## config.mk

```make
export PLATFORM = sky130hd
export DESIGN_NAME = ncpu32k_sram_arb
export DESIGN_NICKNAME = d
export VERILOG_FILES = /design/src/rtl/ncpu32k_sram_arb_pkg.sv /design/src/rtl/ncpu32k_sram_arb_owner_fifo.sv /design/src/rtl/ncpu32k_sram_arb.sv
export SDC_FILE = /design/constraint.sdc
export NUM_CORES = 1
export LEC_CHECK = 0
export CORE_AREA = 2 2 122 124
export DETAILED_ROUTE_END_ITERATION = 7
export DIE_AREA = 0 0 124 126
export DONT_BUFFER_PORTS = 1
export PLACE_DENSITY = 0.48
export RECOVER_POWER = 25
export SLEW_MARGIN = 20
export SYNTH_ARGS = -nofsm -noshare
export SYNTH_HDL_FRONTEND = slang
export SYNTH_SLANG_ARGS = --single-unit
```

## constraint.sdc

```tcl
create_clock -name clk -period 2.35 [get_ports clk]
set_input_delay 0.235 -clock clk [delete_from_list [all_inputs] [get_ports clk]]
set_output_delay 0.235 -clock clk [all_outputs]
set_load 0.02 [all_outputs]
```

## src/rtl/ncpu32k_sram_arb_pkg.sv

```systemverilog
// Shared definitions for the two-master SRAM arbiter: owner IDs and
// the default address width.
package ncpu32k_sram_arb_pkg;

    localparam int NCPU_AW_DEF = 32;

    // 1-bit owner IDs recorded per outstanding transaction
    typedef logic owner_t;
    localparam owner_t NCPU_SRAM_ARB_M0 = 1'b0;   // load/store unit
    localparam owner_t NCPU_SRAM_ARB_M1 = 1'b1;   // instruction fetch

    // The master that is not `id`
    function automatic owner_t other_master(input owner_t id);
        return ~id;
    endfunction

endpackage

```

## src/rtl/ncpu32k_sram_arb_owner_fifo.sv

```systemverilog
// 1-bit-wide owner FIFO, depth DEPTH (1 or 2). Records which master
// issued each outstanding SRAM transaction, in issue order.
module ncpu32k_sram_arb_owner_fifo
    import ncpu32k_sram_arb_pkg::*;
#(
    parameter int DEPTH = 2
) (
    input  logic   clk,
    input  logic   rst,
    input  logic   push,
    input  owner_t din,
    input  logic   pop,
    output owner_t dout,
    output logic   full,
    output logic   empty
);
    localparam int PW = (DEPTH > 1) ? $clog2(DEPTH) : 1;
    localparam int CW = $clog2(DEPTH + 1);

    logic [DEPTH-1:0] mem;
    logic [PW-1:0]    wptr;
    logic [PW-1:0]    rptr;
    logic [CW-1:0]    cnt;
    logic             do_push;
    logic             do_pop;

    assign full    = (cnt == CW'(DEPTH));
    assign empty   = (cnt == '0);
    assign do_push = push & ~full;
    assign do_pop  = pop & ~empty;
    assign dout    = mem[rptr];

    // Pointers wrap at DEPTH-1; count tracks occupancy, unchanged on push+pop
    always_ff @(posedge clk or posedge rst) begin
        if (rst) begin
            mem  <= '0;
            wptr <= '0;
            rptr <= '0;
            cnt  <= '0;
        end else begin
            if (do_push) begin
                mem[wptr] <= din;
                wptr      <= (wptr == PW'(DEPTH - 1)) ? '0 : wptr + 1'b1;
            end
            if (do_pop)
                rptr <= (rptr == PW'(DEPTH - 1)) ? '0 : rptr + 1'b1;
            case ({do_push, do_pop})
                2'b10:   cnt <= cnt + 1'b1;
                2'b01:   cnt <= cnt - 1'b1;
                default: cnt <= cnt;
            endcase
        end
    end

endmodule

```

## src/rtl/ncpu32k_sram_arb.sv

```systemverilog
// Two-master arbiter sharing one cmd/data SRAM port between the LSU (m0)
// and instruction fetch (m1). Zero added latency; responses are routed
// back to the issuing master in issue order via the owner FIFO.
// Build option: NCPU_SRAM_ARB_RR_EN selects round-robin on contention;
// when undefined m0 always wins contention (fixed priority).
module ncpu32k_sram_arb
    import ncpu32k_sram_arb_pkg::*;
#(
    parameter int DW          = 32,
    parameter int AW          = NCPU_AW_DEF,
    parameter int OUTSTANDING = 2
) (
    input  logic            clk,
    input  logic            rst,
    // m0: load/store unit
    input  logic            m0_cmd_valid,
    output logic            m0_cmd_ready,
    input  logic [AW-1:0]   m0_cmd_addr,
    input  logic [DW/8-1:0] m0_cmd_we_msk,
    input  logic [DW-1:0]   m0_din,
    output logic            m0_valid,
    input  logic            m0_ready,
    output logic [DW-1:0]   m0_dout,
    // m1: instruction fetch
    input  logic            m1_cmd_valid,
    output logic            m1_cmd_ready,
    input  logic [AW-1:0]   m1_cmd_addr,
    input  logic [DW/8-1:0] m1_cmd_we_msk,
    input  logic [DW-1:0]   m1_din,
    output logic            m1_valid,
    input  logic            m1_ready,
    output logic [DW-1:0]   m1_dout,
    // slave (SRAM) side
    output logic            s_cmd_valid,
    input  logic            s_cmd_ready,
    output logic [AW-1:0]   s_cmd_addr,
    output logic [DW/8-1:0] s_cmd_we_msk,
    output logic [DW-1:0]   s_din,
    input  logic            s_valid,
    output logic            s_ready,
    input  logic [DW-1:0]   s_dout
);

    logic [1:0]    req;
    owner_t        grant;
    owner_t        lock_id;
    logic          lock_vld;
    logic          cmd_blk;
    logic          accept;
    logic [DW-1:0] grant_din;
    logic [DW-1:0] din_hold;
    logic          fifo_full;
    logic          fifo_empty;
    owner_t        head;
    logic          pop;
`ifdef NCPU_SRAM_ARB_RR_EN
    owner_t        rr_ptr;
`endif

    assign req = {m1_cmd_valid, m0_cmd_valid};

    // Grant select: a presented-but-unaccepted command keeps its grant;
    // otherwise the single requester wins, and contention goes to the
    // round-robin pointer or to m0.
    always_comb begin
        grant = NCPU_SRAM_ARB_M0;
        if (lock_vld && req[lock_id])
            grant = lock_id;
        else if (req == 2'b10)
            grant = NCPU_SRAM_ARB_M1;
        else if (req == 2'b11)
`ifdef NCPU_SRAM_ARB_RR_EN
            grant = rr_ptr;
`else
            grant = NCPU_SRAM_ARB_M0;
`endif
    end

    // Reset also blocks commands so nothing leaks out while rst is high
    assign cmd_blk      = fifo_full | rst;
    assign s_cmd_valid  = (|req) & ~cmd_blk;
    assign accept       = s_cmd_valid & s_cmd_ready;
    assign m0_cmd_ready = req[0] & (grant == NCPU_SRAM_ARB_M0) & s_cmd_ready & ~cmd_blk;
    assign m1_cmd_ready = req[1] & (grant == NCPU_SRAM_ARB_M1) & s_cmd_ready & ~cmd_blk;

    assign s_cmd_addr   = (grant == NCPU_SRAM_ARB_M1) ? m1_cmd_addr   : m0_cmd_addr;
    assign s_cmd_we_msk = (grant == NCPU_SRAM_ARB_M1) ? m1_cmd_we_msk : m0_cmd_we_msk;
    assign grant_din    = (grant == NCPU_SRAM_ARB_M1) ? m1_din        : m0_din;

    // The slave samples din again when the write completes, so outside the
    // accept cycle it sees the held copy of the last accepted write data.
    assign s_din = accept ? grant_din : din_hold;

    // Lock the grant while a command is presented but not yet accepted
    always_ff @(posedge clk or posedge rst) begin
        if (rst) begin
            lock_vld <= 1'b0;
            lock_id  <= NCPU_SRAM_ARB_M0;
        end else if (accept) begin
            lock_vld <= 1'b0;
        end else if (s_cmd_valid) begin
            lock_vld <= 1'b1;
            lock_id  <= grant;
        end
    end

`ifdef NCPU_SRAM_ARB_RR_EN
    // After an accept, the other master is preferred on the next contention
    always_ff @(posedge clk or posedge rst) begin
        if (rst)
            rr_ptr <= NCPU_SRAM_ARB_M0;
        else if (accept)
            rr_ptr <= other_master(grant);
    end
`endif

    // Capture write data at each write accept
    always_ff @(posedge clk or posedge rst) begin
        if (rst)
            din_hold <= '0;
        else if (accept && (|s_cmd_we_msk))
            din_hold <= grant_din;
    end

    ncpu32k_sram_arb_owner_fifo #(
        .DEPTH (OUTSTANDING)
    ) u_owner_fifo (
        .clk   (clk),
        .rst   (rst),
        .push  (accept),
        .din   (grant),
        .pop   (pop),
        .dout  (head),
        .full  (fifo_full),
        .empty (fifo_empty)
    );

    // Response steering to the owner at the FIFO head
    assign m0_valid = s_valid & ~fifo_empty & (head == NCPU_SRAM_ARB_M0);
    assign m1_valid = s_valid & ~fifo_empty & (head == NCPU_SRAM_ARB_M1);
    assign s_ready  = ~fifo_empty & ((head == NCPU_SRAM_ARB_M1) ? m1_ready : m0_ready);
    assign pop      = s_valid & s_ready;
    assign m0_dout  = s_dout;
    assign m1_dout  = s_dout;

`ifndef SYNTHESIS
    // A response with no recorded owner means the slave and arbiter disagree
    unowned_rsp: assert property (@(posedge clk) disable iff (rst) !(s_valid && fifo_empty));
`endif

endmodule

```

# --- Word-level counts from Yosys, hierarchy flattened ---
# Index checks and enable logic that the tools add are counted.
# W data, S select, Z words.
totals:
  register_bits: 40
  inputBits: 176
  out_inout_bits: 138
  wordCells: 69
op_classes:
  add_sub_neg: 4
  order_cmp: 4
  eq_ne: 4
  muxes: 19
  bitwise: 22
  reduce_logical: 9
op_table:
  columns: ["operator", "count"]
  rows:
  - ["$mux W32", 3]
  - ["$and A1 B1 Y1", 15]
  - ["$mux W1", 12]
  - ["$eq A2 B2 Y1 const B", 3]
  - ["$lt A1 B2 Y1 const B", 3]
  - ["$not A1 Y1", 6]
  - ["$mux W4", 1]
  - ["$pmux W2 S2", 1]
  - ["$reduce_bool A2 Y1", 2]
  - ["$reduce_or A4 Y1", 1]
  - ["$logic_and A1 B1 Y1", 3]
  - ["$add A1 B1 Y1 const B", 2]
  - ["$add A2 B1 Y2 const B", 1]
  - ["$bwmux W2", 1]
  - ["$eq A2 B1 Y1 const B", 1]
  - ["$logic_not A2 Y1", 1]
  - ["$reduce_and A2 Y1", 1]
  - ["$reduce_or A2 Y1", 1]
  - ["$sub A2 B1 Y2 const B", 1]
  - ["$demux W1 S1", 1]
  - ["$ge A1 B1 Y1 const B", 1]
  - ["$or A1 B1 Y1", 1]

# --- Logic depth before layout (Yosys ltp) ---
# Gate-level depths: netlist of run 1.
logic_depth:
  ltp_word: 8
  depth_mapped: 8

# --- Hierarchy ---
# Synthesis of run 1 repeated with hierarchy kept, for this count alone.
unflattened:
  cells_unflattened: 557
  area_unflattened_um2: 3832.4
by_module_without_submodules:
  columns: ["mod", "instances", "cells_each", "area_each_um2", "seq_area_each_um2"]
  rows:
  - ["ncpu32k_sram_arb", 1, 533, 3545.9, 850.8]
  - ["ncpu32k_sram_arb_owner_fifo", 1, 24, 286.5, 150.1]

# --- Worst setup path before layout of run 1 ---
# No wires, ideal clock.
synth_path:
  kind: "reg2out"
  from: "register u_owner_fifo.cnt[1]"
  to: "output s_din[13]"
  arrival_ns: 1.635
  setup_slack_ns: 0.480
  path_stages_with_launch: 7
  path_buffers: 2
  path_cell_list: "dfrtp_1 > nor2b_2 > nor3_4 > buf_2 > buf_2 > nor2_1 > a31oi_1"
synth_between:
  elab_chain_len: 6
synth_lines:
  columns: ["item", "line", "text"]
  rows:
  - ["start, declared", "ncpu32k_sram_arb_owner_fifo.sv:23", "logic [CW-1:0] cnt;"]
  - ["start signal, assigned", "ncpu32k_sram_arb_owner_fifo.sv:48", "2'b10: cnt <= cnt + 1'b1;"]
  - ["start signal, assigned", "ncpu32k_sram_arb_owner_fifo.sv:49", "2'b01: cnt <= cnt - 1'b1;"]
  - ["start signal, assigned", "ncpu32k_sram_arb_owner_fifo.sv:50", "default: cnt <= cnt;"]
  - ["$eq A2 B2 Y1", "ncpu32k_sram_arb_owner_fifo.sv:27", "assign full = (cnt == CW'(DEPTH));"]
  - ["$or A1 B1 Y1", "ncpu32k_sram_arb.sv:80", "assign cmd_blk = fifo_full | rst;"]
  - ["$not A1 Y1", "ncpu32k_sram_arb.sv:81", "assign s_cmd_valid = (|req) & ~cmd_blk;"]
  - ["$and A1 B1 Y1", "ncpu32k_sram_arb.sv:81", null]
  - ["$and A1 B1 Y1", "ncpu32k_sram_arb.sv:82", "assign accept = s_cmd_valid & s_cmd_ready;"]
  - ["$mux W32", "ncpu32k_sram_arb.sv:92", "assign s_din = accept ? grant_din : din_hold;"]
  - ["end, declared", "ncpu32k_sram_arb.sv:38", "output logic [DW-1:0] s_din,"]
# Every way passes these cells.

# --- Worst setup path after layout of run 1 ---
layout_path:
  from: "register lock_vld"
  to: "output s_din[22]"
layout_between:
  elab_chain_len: 4
layout_lines:
  columns: ["item", "line", "text"]
  rows:
  - ["start, declared", "ncpu32k_sram_arb.sv:47", "logic lock_vld;"]
  - ["start signal, assigned", "ncpu32k_sram_arb.sv:97", "lock_vld <= 1'b0;"]
  - ["start signal, assigned", "ncpu32k_sram_arb.sv:100", "lock_vld <= 1'b0;"]
  - ["start signal, assigned", "ncpu32k_sram_arb.sv:102", "lock_vld <= 1'b1;"]
  - ["$logic_and A1 B1 Y1", "ncpu32k_sram_arb.sv:67", "if (lock_vld && req[lock_id])"]
  - ["$mux W1", "ncpu32k_sram_arb.sv:67", null]
  - ["$mux W32", "ncpu32k_sram_arb.sv:88", "assign grant_din = (grant == NCPU_SRAM_ARB_M1) ? m1_din : m0_din;"]
  - ["$mux W32", "ncpu32k_sram_arb.sv:92", null]
# Every way passes these cells.

==> impl_metrics.csv, run 1 <==
group,metric,value,unit
cts,insertion_delay,0.28,ns
die,ioPinCount,314,
layout,fill_cells,1596,
layout,finalNonFillerCells,714,
hold_path,worstHoldPathType,"input pin to flop",
die,dieWidth,124,um
route,antenna_left,0,
place,post-dp-hpwl,11270,um
global_routing,total_grt_overflow,0,
pwr,peakVddDrop,0.3511,mV
critical_path,worst-endpoint-arrival,1.97,ns
pwr,power.density,1098,mW/mm2
yosys,synth_cell_types,32,
pwr,intPower,2.567,mW
global_routing,first_global_vias,3574,
layout,area_growth,2.752,%
critical_path,required,2.12,ns
job,max_capacitance_violation_count,0,
cts,cts_buffers,5,
cts,cts_sinks,40,
sta,finalHoldViolations,0,
layout,antennaDiodeCount,0,
yosys,synthesis.nets,762,
cts,htree_num_levels,2,
sta,setup_repair_after_global_routing_missed_its_margin,"false",
layout,drive_above_1_share,21.70,%
die,std_cell_rows,44,
sta,finalSetupViolCount,0,
pwr,comb_power_share,58.9,%
yosys,syn-instance-count,585,
critical_path,endpoint_kind,"output pin",
sta,setup_slack,0.1438,ns
route,route.detailed.wl_per_inst,20.24,um
sta,finClkSkew,0.005303,ns
place,finalWeightedCongestion,0.8293,
run_status,outcome,"complete, no violations",
route,post_drt_via_cell_ratio,5.286,
critical_path,worst_path_most_repeated_cell,"buf_4",
route,drt_pre_antenna_iters,5,
pwr,switching_share,45.61,%
critical_path,path_cells,"a21bo_2, and2_2, buf_4, nand2_1, a31oi_1, buf_4",
critical_path,path_class,"flop to output pin",
pwr,clock_power_share,14.8,%
yosys,ys_seq_area_share,23.93,%
sta,layout_worst_path_cycle_share,93.88,%
die,initial_utilization,29.22,%
place,place.detailed.instances,705,
sta,setup-tns-final,0,ns
global_routing,antenna_found_initial,0,
route,drtIter0Drc,262,
critical_path,worst_path_largest_cell_delay,0.37,ns
sta,worstMarginPinSlew,0.8504,ns
critical_path,crit_path_start_kind,"flop",
cts,max-clock-path-buffers,2,
pwr,power.sequential.fraction,26.3,%
cts,tritoncts,"done",
yosys,yosysWarningCount,0,
cts,postcts_resize_cnt,0,
die,die-height,126,um
route,routed-via-count,3774,
place,place_ws,0.4791,ns
pwr,total_leakage_power,1.883,nW
route,post-route-drc-count,0,
place,portBuffers,0,
critical_path,crit_slowest_cell,"and2_2",
layout,final_nets,706,
sta,relSlewSlack,42.87,%
sta,drv_slew,0,
global_routing,grt_start_max_net_pins,69,
critical_path,worstPathMaxFanout,14,
cts,clk_root_buffer_cell,"clkbuf_16",
yosys,syn-mean-instance-area,7.150,um2
cts,cts.reportedPaths.clkPinSlew,0.06,ns
route,wl,14450,um
global_routing,grt_first_pass_wirelength,21010,um
die,die_footprint,0.01562,mm2
yosys,synth_area,0.004183,mm2
global_routing,groute.usage.overall,17.66,%
pwr,net-switching-power,2.152,mW
sta,maxClockFrequency,453.3,MHz
die,core_region_area,0.01431,mm2
sta,finalWorstPathRequiredPeriod,2.206,ns
yosys,synth-seq-cells,40,
area by class of cell:
cell class | count | area (um2) | share of cell area, %
clock inverter | 2 | 10.01 | 0.2329
tap | 184 | 230.2 | 5.357
multi-input combinational | 401 | 2347 | 54.61
clock buffer | 6 | 138.9 | 3.231
timing repair buffer | 47 | 442.9 | 10.31
inverter | 34 | 127.6 | 2.969
sequential | 40 | 1001 | 23.29
metal layers:
metal	up-vias	wire, um	GRT usage [%]	part of all wire [%]
li1	1794	-	-	-
met1	1714	5490	20.84	38
met2	254	6754	28.96	47
met3	12	2039	8.877	14
met4	0	165	3.371	1.1
met5	-	0	0	0
stage by stage:
stage | cell area, um2 | total power [mW] | hold slack (ns) | utilization (%)
5_1_grt | 4298 | 5.062 | 0.1811 | 30.03
3_3_place_gp | 4139 | 3.990 | 0.09636 | 28.92
6_report | 4298 | 4.719 | 0.1789 | 30.03
3_5_place_dp | 4139 | 4.056 | 0.09739 | 28.92
2_1_floorplan | 4183 | 3.387 | 0.4528 | -
4_1_cts | 4298 | 4.772 | 0.1768 | 30.03
cells in the mapped netlist (all sizes together):
library cell	n	area share (%)
a21bo	1	0.24
a31oi	32	4.8
xor2	2	0.42
nor2	42	3.8
ha	1	0.30
nor3	34	4.3
mux2	2	0.54
nor4	2	0.66
nor2b	2	0.36
or3b	1	0.21
nand2	206	18
and2	1	0.15
or4	1	0.27
o21ai	3	0.45
dfrtp	40	24
o31ai	33	8.3
clkbuf	17	1.5
mux2i	2	0.48
a221oi	32	11
buf	93	16
inv	34	3.1
xnor2	3	0.63
nand2b	1	0.15
power by group through the flow:
stage / combinational (mW) / clock (mW) / sequential [mW]
2_1_floorplan: 2.20 / 0 / 1.19
3_3_place_gp: 2.75 / 0 / 1.24
3_5_place_dp: 2.81 / 0 / 1.25
4_1_cts: 2.82 / 0.719 / 1.24
5_1_grt: 3.03 / 0.747 / 1.28
6_report: 2.78 / 0.697 / 1.24
placed cells by master (no fill, tap or decap), types with 2 or more instances in the layout:
master,count
o31ai_2,20
clkbuf_16,5
clkinv_2,2
inv_1,32
buf_4,39
nand2_1,205
a221oi_2,30
xnor2_1,3
o31ai_1,13
a31oi_1,32
buf_12,7
xor2_1,2
mux2i_1,2
o21ai_0,2
nor3_1,33
mux2_2,2
dfrtp_1,40
nor2_1,42
a221oi_1,2
worst max-delay path: cells and delay by family (launching register included):
kind | cells | cell delay, ns
buf+inv | 2 | 0.47
compound gates | 2 | 0.42
flops | 1 | 0.36
simple gates | 2 | 0.44
kinds of logic (layout without fill, tap and decap cells):
logic type      Yosys count  in the layout  synth area share, %
flops                    40             40                23.93
xor+xnor                  5              5                1.047
fa+ha+maj                 1              1               0.2991
compound gates          101            101                24.98
mux                       4              4                1.017
buf+inv                 144             89                20.34
simple gates            290            290                28.39
registers in the layout, summed over array words and instances (netlist names):
signal and flops:
u_owner_fifo.mem 2, lock_id 1, din_hold 32, u_owner_fifo.rptr 1, lock_vld 1, u_owner_fifo.wptr 1, u_owner_fifo.cnt 2
timing repair:
| action | 4_1_cts | 5_1_grt |
|---|---|---|
| setup buffers | 0 | 0 |
| hold buffers | 1 | 0 |
| endpoints found under the hold margin | 11 | 0 |
worst paths after layout:
kind,startpoint,to,slack (ns),depth (start not counted)
worst max-delay path,lock_vld,s_din[22],0.14,6
worst min-delay path,m1_cmd_valid,din_hold[5],0.18,2
worst max register to register,u_owner_fifo.cnt[1],din_hold[6],0.49,6
worst min register to register,u_owner_fifo.rptr,u_owner_fifo.rptr,0.50,1
max in group asynchronous,rst,din_hold[5],1.26,3
min in group asynchronous,rst,din_hold[4],0.37,2
Power figures use the tool's default switching activity.
==> run 2: changes to the inputs <==
--- a/config.mk
+++ b/config.mk
@@ -5,11 +5,11 @@
 export SDC_FILE = /design/constraint.sdc
 export NUM_CORES = 1
 export LEC_CHECK = 0
-export CORE_AREA = 2 2 122 124
+export CORE_AREA = 2 2 123 125
 export DETAILED_ROUTE_END_ITERATION = 7
-export DIE_AREA = 0 0 124 126
+export DIE_AREA = 0 0 125 127
 export DONT_BUFFER_PORTS = 1
-export PLACE_DENSITY = 0.48
+export PLACE_DENSITY = 0.47
 export RECOVER_POWER = 25
 export SLEW_MARGIN = 20
 export SYNTH_ARGS = -nofsm -noshare
==> run 2 against run 1 <==
Compared with the run above:
- register-to-register slack worse by 0.08 ns
- via count shrank 0.50%
- core utilization increased by 0.13 points
- maximum frequency grew 4.9%
- die area up 1.6%
- critical path depth is the same
- cell area grew 1.2%
- combinational power increased by 1%
- total power increased by 1.0%
- first-iteration DRC count is 14% lower
- setup slack gained 0.10 ns
==> impl_metrics.csv, run 2 (synthesized netlist as in run 1, its figures left out) <==
group,metric,value,unit
run_status,outcome,"complete, no violations",
cts,postcts_resize_cnt,0,
critical_path,worst_path_largest_cell_delay,0.37,ns
sta,finalWorstPathRequiredPeriod,2.104,ns
critical_path,crit_slowest_cell,"dfrtp_1",
critical_path,path_class,"flop to output pin",
route,antenna_left,0,
global_routing,grt_first_pass_wirelength,21270,um
sta,drv_slew,0,
critical_path,reg2reg_from,"u_owner_fifo.cnt[0]",
cts,tritoncts,"done",
cts,max-clock-path-buffers,2,
critical_path,critical_path_buf_inv_count,2,
die,die_footprint,0.01588,mm2
route,wl,14300,um
critical_path,worstPathMaxFanout,48,
die,ioPinCount,314,
global_routing,first_global_vias,3510,
pwr,power.total,4.768,mW
sta,setup-tns-final,0,ns
global_routing,antenna_found_initial,0,
critical_path,required,2.12,ns
place,portBuffers,0,
cts,cts.reportedPaths.clkPinSlew,0.06,ns
layout,antennaDiodeCount,0,
cts,insertion_delay,0.28,ns
cts,cts_sinks,40,
layout,final_util,30.15,%
die,core_region_area,0.01442,mm2
route,topRoutingLayerUsed,"met4",
critical_path,path_depth,6,
cts,clk_root_buffer_cell,"clkbuf_16",
layout,fill_cells,1578,
critical_path,crit_path_start_kind,"flop",
global_routing,total_grt_overflow,0,
sta,layout_worst_path_cycle_share,89.51,%
layout,top_register,"din_hold",
die,initial_utilization,29.00,%
job,max_capacitance_violation_count,0,
layout,largest_register_ff_count,32,
pwr,peakVddDrop,0.2823,mV
global_routing,grt_start_max_net_pins,65,
critical_path,worst-endpoint-arrival,1.87,ns
hold_path,worstHoldPathType,"input pin to async pin",
route,routed-via-count,3755,
place,post-dp-hpwl,10890,um
die,dieWidth,125,um
critical_path,startpoint,"lock_id",
layout,drive_above_1_share,22.66,%
route,post_drt_via_cell_ratio,5.230,
layout,layout.cells.most_common,"nand2_1",
route,post-route-drc-count,0,
sta,maxClockFrequency,475.4,MHz
route,met3_length,1577,um
sta,finalSetupViolCount,0,
critical_path,path_cells,"a21bo_2, nand2_4, buf_12, nand2_1, a31oi_1, buf_4",
pwr,power.density,1096,mW/mm2
layout,design_area,0.004349,mm2
die,std_cell_rows,44,
layout,area_growth,3.978,%
die,die-height,127,um
critical_path,family_with_the_most_delay_on_the_worst_path,"compound AO/OA/AOI/OAI gates",
cts,cts_buffers,5,
sta,setup_repair_after_global_routing_missed_its_margin,"false",
cts,cts_hold_buf,0,
cts,post_cts_buffers,0,
global_routing,groute.usage.overall,17.03,%
layout,layout.cells.most_common_list,"205 x nand2_1, 44 x buf_4, 42 x nor2_1",
place,post_place_cell_area,0.004161,mm2
route,drt_pre_antenna_iters,4,
place,finalWeightedCongestion,0.7909,
route,met2_length,7006,um
sta,relSlewSlack,38.07,%
sta,finClkSkew,0.003317,ns
route,drtIter0Drc,225,
critical_path,endpoint_kind,"output pin",
layout,final_nets,711,
sta,worstMarginPinSlew,0.9276,ns
layout,top_regs,"din_hold x32, u_owner_fifo.cnt x2, u_owner_fifo.mem x2",
route,met1Wirelength,5621,um
critical_path,reg2regPathDepth,7,
pwr,total_leakage_power,1.912,nW
cts,htree_num_levels,2,
sta,finalHoldViolations,0,
route,route.detailed.wl_per_inst,19.92,um
run 2: path summary, 6_finish.rpt:
check	to	slack, ns
max in group asynchronous	din_hold[19]	1.74
max reg2reg	din_hold[5]	0.41
min in group clk	din_hold[21]	0.19
min	u_owner_fifo.cnt[1]	0.04
min reg2reg	u_owner_fifo.rptr	0.50
max	s_din[24]	0.25
run 2: layout make-up:
cell class	instances	area, um2	area share (%)
inverter	34	127.6	2.934
tap	184	230.2	5.293
multi-input combinational	401	2347	53.97
clock buffer	7	152.6	3.510
timing repair buffer	52	490.5	11.28
sequential	40	1001	23.01
run 2: routing by layer:
metal | track usage (%) | vias up
met4 | 3.007 | 0
met2 | 29.32 | 221
li1 | - | 1802
met5 | 0 | -
met1 | 20.35 | 1725
met3 | 6.868 | 7
run 2: per-stage QoR:
step	hold WS [ns]	cells	setup WS [ns]
finish	0.03992	718	0.2464
global route	0.1348	718	0.1547
CTS	0.08149	715	0.001001
detailed placement	0.3865	708	0.2469
global placement	0.3935	708	0.3548
floorplan	0.4528	585	0.4797
run 2: power breakdown:
part           switching, mW  total [mW]  internal, mW
Sequential             0.195        1.22          1.03
Combinational           1.67        2.82          1.15
Clock                  0.281       0.727         0.446
==> run 3: changes to the inputs <==
--- a/config.mk
+++ b/config.mk
@@ -11,6 +11,7 @@
 export DONT_BUFFER_PORTS = 1
 export PLACE_DENSITY = 0.47
 export RECOVER_POWER = 25
+export SETUP_SLACK_MARGIN = 0.1
 export SLEW_MARGIN = 20
 export SYNTH_ARGS = -nofsm -noshare
 export SYNTH_HDL_FRONTEND = slang
==> run 3 against run 2 <==
Compared with the run above:
- final cell count is the same
- maximum frequency fell by 0.31%
- clock power about the same
- clock skew hardly changed
- global-route usage is essentially flat
- cell area stayed put
- core utilization is the same
- critical path depth did not move
- sequential share of layout area unchanged
- largest power group unchanged
==> impl_metrics.csv, run 3 (synthesized netlist as in run 1, its figures left out) <==
group,metric,value,unit
run_status,outcome,"complete, no violations",
cts,cts_hold_buf,0,
global_routing,grt_start_max_net_pins,65,
global_routing,first_global_vias,3517,
critical_path,reg2regPathDepth,7,
die,ioPinCount,314,
cts,cts_buffers,5,
pwr,peakVddDrop,0.2820,mV
sta,drv_slew,0,
route,antenna_left,0,
sta,finalHoldViolations,0,
global_routing,total_grt_overflow,0,
critical_path,worst_path_largest_cell_delay,0.37,ns
global_routing,groute.usage.overall,17.04,%
critical_path,setup.reg_to_reg.worst_slack,0.40,ns
cts,clk_root_buffer_cell,"clkbuf_16",
layout,top_regs,"din_hold x32, u_owner_fifo.cnt x2, u_owner_fifo.mem x2",
sta,maxClockFrequency,473.9,MHz
place,place_ws,0.2469,ns
sta,finalWorstPathRequiredPeriod,2.110,ns
die,core_region_area,0.01442,mm2
layout,top_register,"din_hold",
place,place.detailed.instances,708,
hold_path,worstHoldPathType,"input pin to async pin",
cts,insertion_delay,0.28,ns
critical_path,startpoint,"lock_id",
critical_path,worstReg2RegEnd,"din_hold[5]",
global_routing,antenna_found_initial,0,
cts,cts.reportedPaths.clkPinSlew,0.06,ns
layout,drive_above_1_share,22.66,%
layout,finalNonFillerCells,718,
cts,cts_sinks,40,
layout,largest_register_ff_count,32,
route,wl,14310,um
pwr,power.density,1097,mW/mm2
layout,final_nets,711,
critical_path,endpoint_kind,"output pin",
critical_path,worstPathMaxFanout,48,
route,route.detailed.wl_per_inst,19.93,um
route,drt_pre_antenna_iters,4,
layout,layout.cells.most_common_list,"205 x nand2_1, 44 x buf_4, 42 x nor2_1",
layout,area_growth,3.978,%
critical_path,path_class,"flop to output pin",
cts,tritoncts,"done",
die,dieWidth,125,um
die,die_footprint,0.01588,mm2
place,finalWeightedCongestion,0.7909,
sta,setup_repair_after_global_routing_missed_its_margin,"false",
layout,antennaDiodeCount,0,
layout,layout.cells.most_common,"nand2_1",
sta,layout_worst_path_cycle_share,89.79,%
route,post-route-drc-count,0,
cts,postcts_resize_cnt,0,
sta,setup-tns-final,0,ns
critical_path,required,2.12,ns
sta,setup_slack,0.2400,ns
die,std_cell_rows,44,
sta,worstMarginPinSlew,0.9310,ns
job,max_capacitance_violation_count,0,
place,post-dp-hpwl,10890,um
sta,finClkSkew,0.003236,ns
cts,post_cts_buffers,3,
critical_path,worst-endpoint-arrival,1.88,ns
place,portBuffers,0,
sta,holdWs,0.04046,ns
critical_path,setup.worst_path.end,"s_din[24]",
critical_path,reg2reg_from,"u_owner_fifo.cnt[0]",
route,routed-via-count,3764,
route,drtIter0Drc,196,
global_routing,grt_first_pass_wirelength,21290,um
die,die-height,127,um
cts,max-clock-path-buffers,2,
pwr,total_leakage_power,1.912,nW
sta,relSlewSlack,37.84,%
critical_path,crit_path_start_kind,"flop",
critical_path,crit_slowest_cell,"dfrtp_1",
die,initial_utilization,29.00,%
critical_path,path_cells,"a21bo_2, nand2_4, buf_12, nand2_1, a31oi_1, buf_4",
sta,finalSetupViolCount,0,
cts,htree_num_levels,2,
route,post_drt_via_cell_ratio,5.242,
run 3: worst max-delay path: cells and delay by family (launching register included):
kind | cells | cell delay (ns)
AND/OR/NAND/NOR | 2 | 0.26
buffers and inverters | 2 | 0.46
AO/OA/AOI/OAI | 2 | 0.46
flip-flops | 1 | 0.37
run 3: report_power, final:
| group | total, mW | internal (mW) | switching, mW |
|---|---|---|---|
| combinational | 2.82 | 1.15 | 1.67 |
| sequential | 1.22 | 1.03 | 0.195 |
| clock | 0.728 | 0.446 | 0.282 |
run 3: worst min-delay path by stage:
stage / from / endpoint / slack [ns] / cells past startpoint
after floorplan: rst / din_hold[0] / 0.45 / 1
final: rst / u_owner_fifo.cnt[1] / 0.04 / 1
after CTS: rst / u_owner_fifo.cnt[1] / 0.08 / 1
after global placement: rst / u_owner_fifo.cnt[1] / 0.39 / 1
after detailed placement: rst / u_owner_fifo.cnt[1] / 0.39 / 1
after global routing: rst / u_owner_fifo.cnt[1] / 0.13 / 1
run 3: stage by stage:
stage          power, mW  instance area [um2]  util [%]
6_report           4.769                 4349     30.15
5_1_grt            5.117                 4349     30.15
4_1_cts            4.837                 4349     30.15
3_5_place_dp       4.070                 4161     28.85
3_3_place_gp       4.002                 4161     28.85
2_1_floorplan      3.387                 4183         -
run 3: final cells by class:
class                           instances  area (um2)
Fill cell                            1578       10070
Multi-Input combinational cell        401        2347
Sequential cell                        40        1001
Timing Repair Buffer                   52       490.5
Tap cell                              184       230.2
Clock buffer                            7       152.6
Inverter                               34       127.6
run 3: per-layer routing:
layer	up-vias	global-route usage, %	part of all wire, %
met2	211	29.32	49
li1	1803	-	-
met4	0	3.007	0.74
met5	-	0	0
met3	8	6.868	10
met1	1742	20.37	40
